`src/rtl/bcd_digit_collector.sv`:
```
// Collects a serial LSB-first BCD bit stream into nibbles, flags legal/illegal
// digits and keeps a shifting history of the last NDIG legal digits.
module bcd_digit_collector #(
    parameter int NDIG = 4
) (
    input  logic              Clk,
    input  logic              Rst,
    input  logic              Z,
    input  logic              Clr,
    output logic [3:0]        Digit,
    output logic              Valid,
    output logic              Err,
    output logic [4*NDIG-1:0] Value,
    output logic [3:0]        Count,
    output logic [1:0]        State
);

    typedef enum logic [1:0] {B0 = 2'd0, B1 = 2'd1, B2 = 2'd2, B3 = 2'd3} bitpos_t;

    localparam logic [3:0] NDIG_C = 4'(NDIG);

    bitpos_t            state;
    logic [2:0]         partial;
    logic [3:0]         nibble;
    logic               legal;
    logic [4*NDIG+3:0]  shifted;
    logic [3:0]         count_inc;

    always_comb begin
        nibble    = {Z, partial};
        legal     = (nibble <= 4'd9);
        shifted   = {Value, nibble};
        count_inc = (Count == NDIG_C) ? Count : Count + 4'd1;
    end

    assign State = state;

    // Valid and Err are single-cycle pulses with no ready: the consumer must
    // take the digit in the cycle it is flagged, the stream never stalls.
    always_ff @(posedge Clk or negedge Rst) begin
        if (!Rst) begin
            state   <= B0;
            partial <= 3'd0;
            Digit   <= 4'd0;
            Valid   <= 1'b0;
            Err     <= 1'b0;
            Value   <= '0;
            Count   <= 4'd0;
        end else begin
            Valid <= 1'b0;
            Err   <= 1'b0;
            case (state)
                B0: begin
                    partial[0] <= Z;
                    state      <= B1;
                end
                B1: begin
                    partial[1] <= Z;
                    state      <= B2;
                end
                B2: begin
                    partial[2] <= Z;
                    state      <= B3;
                end
                default: begin
                    state <= B0;
                    Digit <= nibble;
                end
            endcase

            if (state == B3) begin
                if (legal) begin
                    Valid <= 1'b1;
                    // A clear coinciding with a legal completion keeps only the new digit
                    if (Clr) begin
                        Value <= {{(4*NDIG-4){1'b0}}, nibble};
                        Count <= 4'd1;
                    end else begin
                        Value <= shifted[4*NDIG-1:0];
                        Count <= count_inc;
                    end
                end else begin
                    Err <= 1'b1;
                    if (Clr) begin
                        Value <= '0;
                        Count <= 4'd0;
                    end
                end
            end else if (Clr) begin
                Value <= '0;
                Count <= 4'd0;
            end
        end
    end

endmodule
```
`config.mk`:
```
export PLATFORM = sky130hd
export DESIGN_NAME = bcd_digit_collector
export DESIGN_NICKNAME = d
export VERILOG_FILES = /design/src/rtl/bcd_digit_collector.sv
export SDC_FILE = /design/constraint.sdc
export NUM_CORES = 1
export LEC_CHECK = 0
export BUFFER_PORTS_ARGS = -buffer_cell sky130_fd_sc_hd__buf_2
export CORE_MARGIN = 2
export CORE_UTILIZATION = 52
export DETAILED_ROUTE_END_ITERATION = 10
export PLACE_DENSITY = 0.77
export RECOVER_POWER = 100
export REMOVE_ABC_BUFFERS = 1
export SYNTH_ARGS = -nofsm -noshare
export SYNTH_HDL_FRONTEND = slang
export SYNTH_SLANG_ARGS = --single-unit
```
`constraint.sdc`:
```
create_clock -name Clk -period 1.8 [get_ports Clk]
set_clock_uncertainty 0.15 [all_clocks]
set_input_delay 0.36 -clock Clk [delete_from_list [all_inputs] [get_ports Clk]]
set_output_delay 0.36 -clock Clk [all_outputs]
set_load 0.005 [all_outputs]
```
# Word-level counts from Yosys, hierarchy flattened
# Cells that the tools add are included.
[totals]
regBits = 31
in_bits = 4
word_cells = 32
[classes]
n_addsub = 1
n_lt_le_gt_ge = 1
eq_ne = 5
n_mux = 14
reduce_logical = 2
[op_table]
columns = ["op", "count"]
rows = [
  ["16-bit 2-to-1 mux", 4],
  ["4-bit 2-to-1 mux", 5],
  ["2-bit case mux with 3 select lines", 1],
  ["4-bit by 1-bit adder with 4-bit output, second input constant", 1],
  ["2-bit equality test, second input constant", 2],
  ["4-bit by 3-bit equality test with 1-bit output, second input constant", 1],
  ["4-bit less-or-equal comparator, second input constant", 1],
  ["1-bit 2-to-1 mux", 4],
  ["4-bit inequality test, second input constant", 1],
  ["3-bit OR reduction", 1],
  ["2-bit by 1-bit equality test with 1-bit output, second input constant", 1],
  ["2-bit zero test", 1],
]

# Depth between registers and ports, before layout
[logic_depth]
depth_word = 5
depth_mapped = 6
ltp_nobuf = 5

# Least setup slack after synthesis
# OpenSTA, ideal clock, no wires.
[synth_path]
kind = "register -> register"
startpoint = "register state[0] (netlist: State[0])"
endpoint = "register Value[10]"
setup_time_ps = 78
arrival_ps = 1214
required_ps = 1572
setup_slack_ps = 358
path_stages_with_launch = 7
path_buffers = 2
synth_period_minus_slack_ps = 1442
path_cell_list = "dfrtp_1 -> ha_1 -> buf_2 -> inv_1 -> clkbuf_2 -> o21ai_1 -> a21oi_1"
[synth_via]
elab_chain_cells = 2
[synth_lines]
columns = ["element", "line_no", "source"]
rows = [
  ["start: declaration", "22", "bitpos_t state;"],
  ["start signal: assignment", "42", "state <= B0;"],
  ["start signal: assignment", "55", "state <= B1;"],
  ["start signal: assignment", "59", "state <= B2;"],
  ["2-bit equality test", "71", "if (state == B3) begin"],
  ["16-bit 2-to-1 mux", "71", ""],
  ["end signal: assignment", "76", "Value <= {{(4*NDIG-4){1'b0}}, nibble};"],
  ["end signal: assignment", "79", "Value <= shifted[4*NDIG-1:0];"],
  ["end: declaration", "13", "output logic [4*NDIG-1:0] Value,"],
]
# Every way passes these cells.
# A chain may end at the register's enable or synchronous reset.

# Final worst setup path
[layout_path]
startpoint = "register state[0] (netlist: State[0])"
endpoint = "register Count[1]"
[layout_via]
elab_chain_cells = 2
word_cells_on_any_way = 3
[layout_lines]
columns = ["element", "line_no", "source"]
rows = [
  ["2-bit equality test *", "71", ""],
  ["4-bit inequality test (no line) or 4-bit 2-to-1 mux (tied branches)", "n/a", ""],
  ["end signal: assignment", "80", "Count <= count_inc;"],
  ["end: declaration", "14", "output logic [3:0] Count,"],
]
# Mark *: on every way between the ends. The rest lies on a longest branch, timed or not.

==> qor.yml <==
status: "complete, no violations"
mostFrequentLayoutCells: "dfrtp_1, buf_2, a21oi_1"
cp_slowest_cell: "dfrtp_1"
antenna_cells: 0
synthCells: 136
place_area_um2: 1577
switching_power_w: 0.0003065
crit_family: "flip-flops"
crit_path_start_kind: "register"
wl_um: 2816
cts-root-buf: "clkbuf_4"
gr-total-overflow: 0
r2r_cells: 4
leakagePower_nw: 0.8012
ant_nets: 0
r2r_setup_slack_ns: 0.17
clock_power_share: 0.344
rsz0062_at_grt: "false"
port_buffers: 31
period_needed_ns: 1.627
hold_path.class: "in2reg"
grt_start_max_net_pins: 32
core.rowCount: 19
maxCapViolations: 0
die_h_um: 56.42
tightest_slew_ns: 0.7526
dieArea_um2: 3183
top_level_ports: 32
cts_made_buffers: 5
ctsResizeCount: 0
viasPerCell: 5.530
firstDrtPassIters: 4
hold-path-endpoint: "Err"
drc_errors: 0
cts_tree: "yes"
critPathBufInv: 1
path_clk_slew_ns: 0.10
hold_path_depth: 3
globalRouteTotalUtil: 0.1929
yosysWarnings: 0
ys_seq_elements: 31
dieWidth_um: 56.42
ctsHoldBuffers: 1
routed-via-count: 1106
max_freq_ghz: 0.6146
power_density_nw_per_um2: 749.3
slew_viol_final: 0
area_growth_pct: 14.27
drive_gt1_frac: 0.2781
period_share: 0.9039
place_congestion: 0.7600
synth_cell_types: 32
placeableCoreArea_um2: 2686
initial_core_util: 0.5319
cts_max_level: 2
hold_viol: 0
p_sw_frac: 0.2505
fin_area_um2: 1633
ir_drop_uv: 774.0
cpPeakStageDelay_ns: 0.42
worst_ep_required_time_ns: 1.89
antenna_found_initial: 0
synth_area_um2: 1429
post_cts_buffers: 0
grt_pass1_wl_um: 4692
relSlewSlack: 0.4982
fin_nets: 179
p_comb_frac: 0.064
power.internal_w: 0.0009170
fin_util: 0.6078
worstSetupPathType: "reg2reg"
drt_iter0_markers: 30
r2r_start: "State[0]"
hpwl_um: 1935
syn_area_per_cell_um2: 10.51
critPathArrivalTime_ns: 1.72
holdCritStartpoint: "Z"
wire_per_inst_um: 14.08
clk_path_buf_depth: 2
cts.sinks: 31
seq_area_frac_synth: 0.5429
hold_ws_ns: 0.2024
final_common_cell: "dfrtp_1"
fillers: 235
setup_viol: 0
end_kind: "register"
reg2reg_to: "Count[1]"
path_cells: "ha_1, clkbuf_2, and3_2, o31ai_2"
p_seq_frac: 0.591
clk_latency_ns: 0.33
first_global_vias: 1023
cp_max_fo: 16
[cell type report]
class                   count  area (um2)  area share
inverters                  11       41.29     0.02529
multi-input cells          85       543.0      0.3326
well taps                  31       38.79     0.02375
flip-flops and latches     31       775.7      0.4751
repair buffers             35       177.7      0.1088
clock buffers               6       51.30     0.03142
clock inverters             1       5.005    0.003065
[cell families after synthesis]
family,count (synthesis),synth area share
AND/OR/NAND/NOR,32,0.1103
buffers and inverters,20,0.07705
multiplexers,4,0.03152
adder cells (fa/ha/maj),6,0.05254
flip-flops,31,0.5429
AO/OA/AOI/OAI,43,0.1857
[worst max path at each step]
stage	from	end	slack, ns	cells past startpoint
after detailed placement	Count[0]	Count[1]	0.29	5
after CTS	Count[0]	Count[1]	0.26	5
final	State[0]	Count[1]	0.17	4
after global routing	State[0]	Count[1]	0.09	4
after floorplan	State[0]	Value[15]	-0.02	4
after global placement	Count[0]	Count[1]	0.35	5
[synthesized netlist by cell type]
library cell	count	area, um2
o21a_2	1	8.760
mux2_2	4	45.04
o31ai_2	1	12.51
buf_6	4	45.04
inv_2	1	3.750
nor2_1	3	11.26
inv_1	10	37.54
a311oi_2	1	15.01
nand2_1	8	30.03
dfrtp_1	31	775.7
clkbuf_1	1	3.750
o22ai_1	1	6.260
a31o_2	1	8.760
a22oi_1	1	7.510
nand3_1	13	65.06
nor3_1	1	5.000
buf_2	3	15.01
a31oi_1	3	18.77
nand4_1	1	6.260
nor2b_1	2	12.51
and3_1	1	6.260
and3_2	1	7.510
clkbuf_2	1	5.000
ha_1	6	75.07
or2_2	1	6.260
a21oi_1	15	75.07
o21ai_0	6	30.03
a21boi_0	1	7.510
o21ai_4	1	16.27
o21ai_1	10	50.05
a311oi_1	1	8.760
nand3b_1	1	7.510
[layer usage]
metal  vias to the layer above  part of all wire  track usage
li1                        534                 -            -
met2                        35              0.49       0.2791
met4                         0             0.016      0.07823
met5                         -                 0            0
met3                         5             0.068      0.07373
met1                       532              0.43       0.2603
[metrics by stage]
stage / total power (W) / instances / setup TNS [ns] / worst slack, ns
after floorplan: 0.0007671 / 127 / -0.04621 / -0.02310
after global placement: 0.0008135 / 192 / 0 / 0.3534
after detailed placement: 0.0008158 / 192 / 0 / 0.2909
after CTS: 0.001234 / 200 / 0 / 0.2612
after global routing: 0.001277 / 200 / 0 / 0.08583
final: 0.001223 / 200 / 0 / 0.1730
[power by group through the flow]
stage	Combinational, W	Sequential (W)	Clock [W]
final	0.0000786	0.000724	0.000421
after global routing	0.0000890	0.000726	0.000462
after CTS	0.0000807	0.000723	0.000430
after detailed placement	0.0000787	0.000737	0
after global placement	0.0000772	0.000736	0
after floorplan	0.0000309	0.000736	0
[sequential cells by signal, summed over array words and instances (netlist names)]
| name | cells |
|---|---|
| State | 2 |
| Digit | 4 |
| Count | 4 |
| Err | 1 |
| Value | 16 |
| Valid | 1 |
| partial | 3 |
[worst register-to-register path: cells and delay by family, from the launching register on]
| kind | cells | cell delay, ns |
|---|---|---|
| adders and majority gates | 1 | 0.25 |
| buffers and inverters | 1 | 0.26 |
| AOI/OAI and AO/OA | 1 | 0.19 |
| and+or+nand+nor | 1 | 0.26 |
| DFF | 1 | 0.42 |
Note: power is estimated with default switching activity, not from simulation.
